**src/rtl/lsu_mem_stage_pkg.sv**
```systemverilog
// Shared types and constants for the LSU memory-access stage.
// Optional feature macro used by this slice: LSU_MISALIGN_TRAP_EN.
package lsu_mem_stage_pkg;

    localparam int unsigned XLEN      = 32;
    localparam int unsigned REG_AW    = 5;
    localparam int unsigned CSR_WEN_W = 4;

    typedef enum logic [1:0] {
        ST_IDLE   = 2'd0,
        ST_ACCESS = 2'd1,
        ST_DONE   = 2'd2
    } lsu_state_t;

    // RISC-V load/store funct3 encodings
    localparam logic [2:0] F3_LB  = 3'b000;
    localparam logic [2:0] F3_LH  = 3'b001;
    localparam logic [2:0] F3_LW  = 3'b010;
    localparam logic [2:0] F3_LBU = 3'b100;
    localparam logic [2:0] F3_LHU = 3'b101;
    localparam logic [2:0] F3_SB  = 3'b000;
    localparam logic [2:0] F3_SH  = 3'b001;
    localparam logic [2:0] F3_SW  = 3'b010;

    // Fields that ride along with the instruction to write-back untouched
    typedef struct packed {
        logic [XLEN-1:0]      pc;
        logic [REG_AW-1:0]    rd;
        logic                 r_wen;
        logic [CSR_WEN_W-1:0] csr_wen;
        logic [XLEN-1:0]      csrs;
        logic                 branch_flag;
        logic                 jump_flag;
    } wb_side_t;

    // Access size lives in funct3[1:0]: 00 byte, 01 half, 1x word
    function automatic logic is_misaligned(input logic [2:0] f3, input logic [1:0] a);
        logic mis;
        mis = 1'b0;
        if (f3[1:0] == 2'b01) begin
            mis = a[0];
        end else if (f3[1]) begin
            mis = (a != 2'b00);
        end
        return mis;
    endfunction

endpackage

```
**src/rtl/lsu_mem_stage_align.sv**
```systemverilog
// Combinational lane logic: store data/strobe placement and load extract/extend.
module lsu_align
    import lsu_mem_stage_pkg::*;
(
    input  logic [2:0]  st_funct3,
    input  logic [1:0]  st_addr_lo,
    input  logic [31:0] st_data,
    output logic [31:0] st_wdata_c,
    output logic [3:0]  st_wstrb_c,
    input  logic [2:0]  ld_funct3,
    input  logic [1:0]  ld_addr_lo,
    input  logic [31:0] ld_rdata,
    output logic [31:0] ld_data_c
);

    logic [7:0]  ld_byte;
    logic [15:0] ld_half;

    // Store: replicate the datum across lanes, strobe the addressed lane(s)
    always_comb begin
        st_wdata_c = st_data;
        st_wstrb_c = 4'b1111;
        case ({1'b0, st_funct3[1:0]})
            F3_SB: begin
                st_wdata_c = {4{st_data[7:0]}};
                st_wstrb_c = 4'b0001 << st_addr_lo;
            end
            F3_SH: begin
                st_wdata_c = {2{st_data[15:0]}};
                st_wstrb_c = st_addr_lo[1] ? 4'b1100 : 4'b0011;
            end
            F3_SW:   st_wstrb_c = 4'b1111;
            default: st_wstrb_c = 4'b1111;
        endcase
    end

    // Load: pick the addressed lane and extend; unknown encodings read the word
    always_comb begin
        ld_byte   = ld_rdata[{ld_addr_lo, 3'b000} +: 8];
        ld_half   = ld_addr_lo[1] ? ld_rdata[31:16] : ld_rdata[15:0];
        ld_data_c = ld_rdata;
        case (ld_funct3)
            F3_LB:   ld_data_c = {{24{ld_byte[7]}}, ld_byte};
            F3_LH:   ld_data_c = {{16{ld_half[15]}}, ld_half};
            F3_LBU:  ld_data_c = {24'b0, ld_byte};
            F3_LHU:  ld_data_c = {16'b0, ld_half};
            F3_LW:   ld_data_c = ld_rdata;
            default: ld_data_c = ld_rdata;
        endcase
    end

endmodule

```
**src/rtl/lsu_mem_stage.sv**
```systemverilog
// Memory-access stage: latches the execute bundle, runs the data-memory
// request/ack handshake, and presents the write-back bundle.
// Optional: define LSU_MISALIGN_TRAP_EN to flag misaligned half/word accesses
// instead of issuing them aligned-down.
module lsu_mem_stage
    import lsu_mem_stage_pkg::*;
#(
    parameter int unsigned AW = 32,
    parameter int unsigned DW = 32
) (
    input  logic          clk,
    input  logic          rst_n,
    input  logic          in_valid,
    output logic          in_ready,
    input  logic [31:0]   pc,
    input  logic [DW-1:0] ex_result,
    input  logic [DW-1:0] rs2_value,
    input  logic [2:0]    funct3,
    input  logic          mem_wen,
    input  logic          mem_ren,
    input  logic [4:0]    rd,
    input  logic          R_wen,
    input  logic [3:0]    csr_wen,
    input  logic [31:0]   csrs,
    input  logic          branch_flag,
    input  logic          jump_flag,
    output logic          dmem_req,
    output logic          dmem_we,
    output logic [AW-1:0] dmem_addr,
    output logic [DW-1:0] dmem_wdata,
    output logic [3:0]    dmem_wstrb,
    input  logic          dmem_ack,
    input  logic [DW-1:0] dmem_rdata,
    output logic          out_valid,
    input  logic          out_ready,
    output logic [DW-1:0] wb_result,
    output logic [31:0]   wb_pc,
    output logic [4:0]    wb_rd,
    output logic          wb_R_wen,
    output logic [3:0]    wb_csr_wen,
    output logic [31:0]   wb_csrs,
    output logic          wb_branch_flag,
    output logic          wb_jump_flag,
    output logic          misalign
);

    lsu_state_t  state_q;
    wb_side_t    side_q;
    logic [2:0]  ld_funct3_q;
    logic [1:0]  ld_addr_lo_q;

    logic        accept_c;
    logic        mem_op_c;
    logic        trap_c;
    logic [31:0] st_wdata_c;
    logic [3:0]  st_wstrb_c;
    logic [31:0] ld_data_c;

    // Accept from IDLE, or straight out of DONE when write-back drains this cycle
    assign in_ready = (state_q == ST_IDLE) || ((state_q == ST_DONE) && out_ready);
    assign accept_c = in_valid && in_ready;
    assign mem_op_c = mem_ren || mem_wen;

`ifdef LSU_MISALIGN_TRAP_EN
    // Misaligned half/word accesses short-circuit to DONE with a flag
    assign trap_c = mem_op_c && is_misaligned(funct3, ex_result[1:0]);
`else
    assign trap_c = 1'b0;
`endif

    lsu_align u_align (
        .st_funct3  (funct3),
        .st_addr_lo (ex_result[1:0]),
        .st_data    (rs2_value),
        .st_wdata_c (st_wdata_c),
        .st_wstrb_c (st_wstrb_c),
        .ld_funct3  (ld_funct3_q),
        .ld_addr_lo (ld_addr_lo_q),
        .ld_rdata   (dmem_rdata),
        .ld_data_c  (ld_data_c)
    );

    assign wb_pc          = side_q.pc;
    assign wb_rd          = side_q.rd;
    assign wb_R_wen       = side_q.r_wen;
    assign wb_csr_wen     = side_q.csr_wen;
    assign wb_csrs        = side_q.csrs;
    assign wb_branch_flag = side_q.branch_flag;
    assign wb_jump_flag   = side_q.jump_flag;

    // Stage FSM with all bundle, memory-port and write-back registers
    always_ff @(posedge clk) begin
        if (!rst_n) begin
            state_q      <= ST_IDLE;
            side_q       <= '0;
            ld_funct3_q  <= 3'b000;
            ld_addr_lo_q <= 2'b00;
            dmem_req     <= 1'b0;
            dmem_we      <= 1'b0;
            dmem_addr    <= '0;
            dmem_wdata   <= '0;
            dmem_wstrb   <= 4'b0000;
            out_valid    <= 1'b0;
            wb_result    <= '0;
            misalign     <= 1'b0;
        end else begin
            case (state_q)
                ST_ACCESS: begin
                    if (dmem_ack) begin
                        dmem_req  <= 1'b0;
                        out_valid <= 1'b1;
                        state_q   <= ST_DONE;
                        // Stores keep ex_result, loaded at accept time
                        if (!dmem_we) begin
                            wb_result <= ld_data_c;
                        end
                    end
                end
                default: begin
                    if ((state_q == ST_DONE) && out_ready) begin
                        out_valid <= 1'b0;
                        misalign  <= 1'b0;
                        state_q   <= ST_IDLE;
                    end
                    if (accept_c) begin
                        side_q <= '{pc:          pc,
                                    rd:          rd,
                                    r_wen:       R_wen && !trap_c,
                                    csr_wen:     csr_wen,
                                    csrs:        csrs,
                                    branch_flag: branch_flag,
                                    jump_flag:   jump_flag};
                        wb_result <= ex_result;
                        misalign  <= trap_c;
                        if (mem_op_c && !trap_c) begin
                            ld_funct3_q  <= funct3;
                            ld_addr_lo_q <= ex_result[1:0];
                            dmem_we      <= mem_wen;
                            dmem_addr    <= AW'({ex_result[31:2], 2'b00});
                            dmem_wdata   <= st_wdata_c;
                            dmem_wstrb   <= mem_wen ? st_wstrb_c : 4'b0000;
                            dmem_req     <= 1'b1;
                            out_valid    <= 1'b0;
                            state_q      <= ST_ACCESS;
                        end else begin
                            out_valid <= 1'b1;
                            state_q   <= ST_DONE;
                        end
                    end
                end
            endcase
        end
    end

endmodule
```
**config.mk**
```make
export PLATFORM = sky130hd
export DESIGN_NAME = lsu_mem_stage
export DESIGN_NICKNAME = d
export VERILOG_FILES = /design/src/rtl/lsu_mem_stage_pkg.sv /design/src/rtl/lsu_mem_stage_align.sv /design/src/rtl/lsu_mem_stage.sv
export SDC_FILE = /design/constraint.sdc
export NUM_CORES = 1
export LEC_CHECK = 0
export ABC_AREA = 1
export CORE_ASPECT_RATIO = 0.8
export CORE_UTILIZATION = 37
export DETAILED_ROUTE_END_ITERATION = 16
export HOLD_SLACK_MARGIN = 0.05
export PLACE_DENSITY = 0.75
export SLEW_MARGIN = 30
export SYNTH_ARGS = -nofsm -noshare
export SYNTH_HDL_FRONTEND = slang
export SYNTH_SLANG_ARGS = --single-unit
```
**constraint.sdc**
```tcl
create_clock -name clk -period 1.4 [get_ports clk]
set_input_delay 0.35 -clock clk [delete_from_list [all_inputs] [get_ports clk]]
set_output_delay 0.35 -clock clk [all_outputs]
set_load 0.02 [all_outputs]
```
==> qor.yml <==
worst_setup_path:
  worstPathMaxFanout: 8
  required_ns: 1.73
  endpoint_kind: "flop"
  slowest_delay_ns: 0.35
  worst-setup-path-type: "reg -> reg"
  startpoint_type: "flop"
  r2r_cells: 11
  cp_top_family: "buffers and inverters"
  reg2reg_to: "dmem_wdata[31]"
  critPathArrivalTime_ns: 1.91
  critPathLaunch: "out_valid"
  path_depth: 11
  endpoint: "dmem_wdata[31]"
  ff2ff_setup_slack_ns: -0.18
  crit_buf_inv: 6
  crit_slowest_cell: "dfxtp_4"
  rr_startpoint: "out_valid"
  worstPathCellList: "inv_4 -> nor2_4 -> nor2_4 -> buf_6 -> nand2_8 -> a21oi_4 -> buf_12 -> buf_12 -> buf_8 -> buf_6 -> a21oi_2"
final_layout:
  multi_input_area_um2: 3610
  syn_to_final_growth_pct: 61.5
  drive_gt1_frac: 0.233
  num-fill-cells: 1826
  layout.cells.non_filler: 1765
  final_common_cell: "nand2_1"
  mostFrequentLayoutCells: "nand2_1 (371), a21oi_1 (189), dfxtp_1 (180)"
  nNetsFinal: 1671
  regArea_um2: 3670
detailed_routing:
  wl_mm: 28.9
  vias_per_cell: 4.91
  met2_wirelength_mm: 13.9
  vias: 8672
  drcViolationCount: 0
  wl_met3_mm: 2.39
  met1Wirelength_mm: 12.2
  drt.antenna.violating_nets: 0
  first_iter_violations: 568
  drt-pass1-iter-count: 6
  top_layer_used: "met4"
  routedWlPerCell_um: 16.4
global_routing:
  grt_first_pass_wirelength_mm: 42.1
  first_global_vias: 7861
  track_usage: 0.255
  overflow: 0
  antenna_found_initial: 1
  grt_max_degree: 60
synthesis:
  ys_ff_latch: 183
  syn_area_per_cell_um2: 6.99
  netlist_instances: 1097
  ys_seq_area_frac: 0.478
  yosysWarnings: 0
  synth_cell_types: 24
  syn_area_um2: 7660
power:
  ir_drop_uv: 653
  switchingPower_mw: 4.62
  clkPwrFrac: 0.331
  p_leak_nw: 5.52
  p_comb_frac: 0.268
  power_density_nw_per_um2: 1190
  swShare: 0.314
  internal-power_mw: 10.1
  pwr-share-seq: 0.400
sta:
  fin_skew_ns: 0.0122
  worst_slack_ns: -0.184
  finalMaxSlewViolations: 0
  rsz0062_at_grt: "yes"
  whs_ns: 0.282
  period_share: 1.13
  min_period_ns: 1.58
  hold_violations: 0
  fin_tns_setup_ns: -7.67
  setup_violations: 107
  fmax_mhz: 631
hold_path:
  hp-class: "in -> reg"
place:
  pre_cts_ws_ns: -0.607
  gp_congestion: 0.898
  place_inst: 1719
  dp_hpwl_mm: 20.8
  port-buffer-count: 359
floorplan:
  dieArea_um2: 21300
  fp.dieW_um: 163
  coreArea_um2: 20100
  fp-row-count: 46
  initial_core_util: 0.382
  die_y_um: 131
  boundaryPins: 363
run_status:
  failed_checks: "setup timing"
  outcome: "complete, but fails checks"
clocking:
  clk_pin_slew_worst_paths_ns: 0.07
  clock_latency_ns: 0.44
  clock_path_buffers: 2
  cts_htree_levels: 4
  clkSinkCount: 183
  hold_buffers: 0
  tritoncts.num_buffers: 17
  cts_tree: "built"
  cts_root_buffer: "clkbuf_16"
run:
  cap_violations: 0
power by group through the flow:
stage	clock (mW)	sequential (mW)	combinational, mW
floorplan	0	6.51	1.38
global placement	0	5.99	3.95
detailed placement	0	6.00	3.99
CTS	4.97	5.88	3.77
global route	5.18	5.94	4.24
finish	4.88	5.89	3.94
metrics by stage:
| step | cell area (um^2) | total power, mW | util |
|---|---|---|---|
| floorplan | 7740 | 7.89 | - |
| global placement | 12000 | 9.94 | 0.598 |
| detailed placement | 12000 | 9.99 | 0.598 |
| CTS | 12100 | 14.6 | 0.604 |
| global route | 12400 | 15.4 | 0.616 |
| finish | 12400 | 14.7 | 0.616 |
worst min-delay path by stage:
| stage | from | to | slack (ns) | cells past startpoint |
|---|---|---|---|---|
| 4_1_cts | rst_n | ld_funct3_q[1] | 0.27 | 3 |
| 3_3_place_gp | dmem_wdata[17] | dmem_wdata[17] | 0.45 | 2 |
| 2_1_floorplan | ld_addr_lo_q[0] | ld_addr_lo_q[0] | 0.46 | 2 |
| 6_report | rst_n | ld_funct3_q[1] | 0.28 | 3 |
| 5_1_grt | rst_n | ld_funct3_q[1] | 0.27 | 3 |
| 3_5_place_dp | dmem_wstrb[0] | dmem_wstrb[0] | 0.45 | 2 |
logic make-up (layout without fill, tap and decap cells):
| logic type | after synthesis | count (layout) | synth area share |
|---|---|---|---|
| DFF | 183 | 183 | 0.478 |
| and+or+nand+nor | 488 | 488 | 0.251 |
| other | 1 | 4 | 0.000489 |
| AOI/OAI and AO/OA | 302 | 302 | 0.200 |
| buffers and inverters | 123 | 524 | 0.0707 |
Yosys cell counts, drive strengths merged:
library cell | number | area share
o21ai | 89 | 0.058
nand2 | 380 | 0.19
a21oi | 206 | 0.13
nand3b | 1 | 0.00098
or2 | 2 | 0.0016
inv | 43 | 0.021
dfxtp | 183 | 0.48
and2 | 1 | 0.00082
conb | 1 | 0.00049
clkbuf | 42 | 0.021
o21a | 7 | 0.0069
nor2 | 62 | 0.032
nand3 | 42 | 0.027
buf | 38 | 0.029
worst reg2reg max path: stages, from the launching register on:
cell	delay (ns)
dfxtp_4	0.35
inv_4	0.06
nor2_4	0.04
nor2_4	0.08
buf_6	0.13
nand2_8	0.07
a21oi_4	0.19
buf_12	0.17
buf_12	0.13
buf_8	0.13
buf_6	0.11
a21oi_2	0.04
layer usage:
metal	vias to the layer above	global-route usage
li1	4342	-
met1	3955	0.322
met2	343	0.420
met3	32	0.0726
met4	0	0.0808
met5	-	0
sequential cells by signal, indices dropped and copies added (netlist names), 2 cells and up:
signal        cells
wb_rd             5
wb_csrs          32
dmem_addr        30
wb_csr_wen        4
dmem_wdata       32
wb_pc            32
dmem_wstrb        4
ld_addr_lo_q      2
wb_result        32
ld_funct3_q       3
final cells by class:
cell class,count,share of cell area
clock inverter,12,0.0117
sequential,183,0.297
tap,264,0.0267
inverter,43,0.0137
timing repair buffer,451,0.324
multi-input combinational,793,0.292
clock buffer,18,0.0355
antenna,1,0.000202
repair_timing:
action | in CTS | in global routing
gates resized for setup | 691 | 67
endpoints found under the setup margin | 359 | 233
cloned | 2 | 2
pin swaps | 1 | 7
buffers inserted | 1 | 14
No activity file was read; power rests on OpenSTA's default activity.
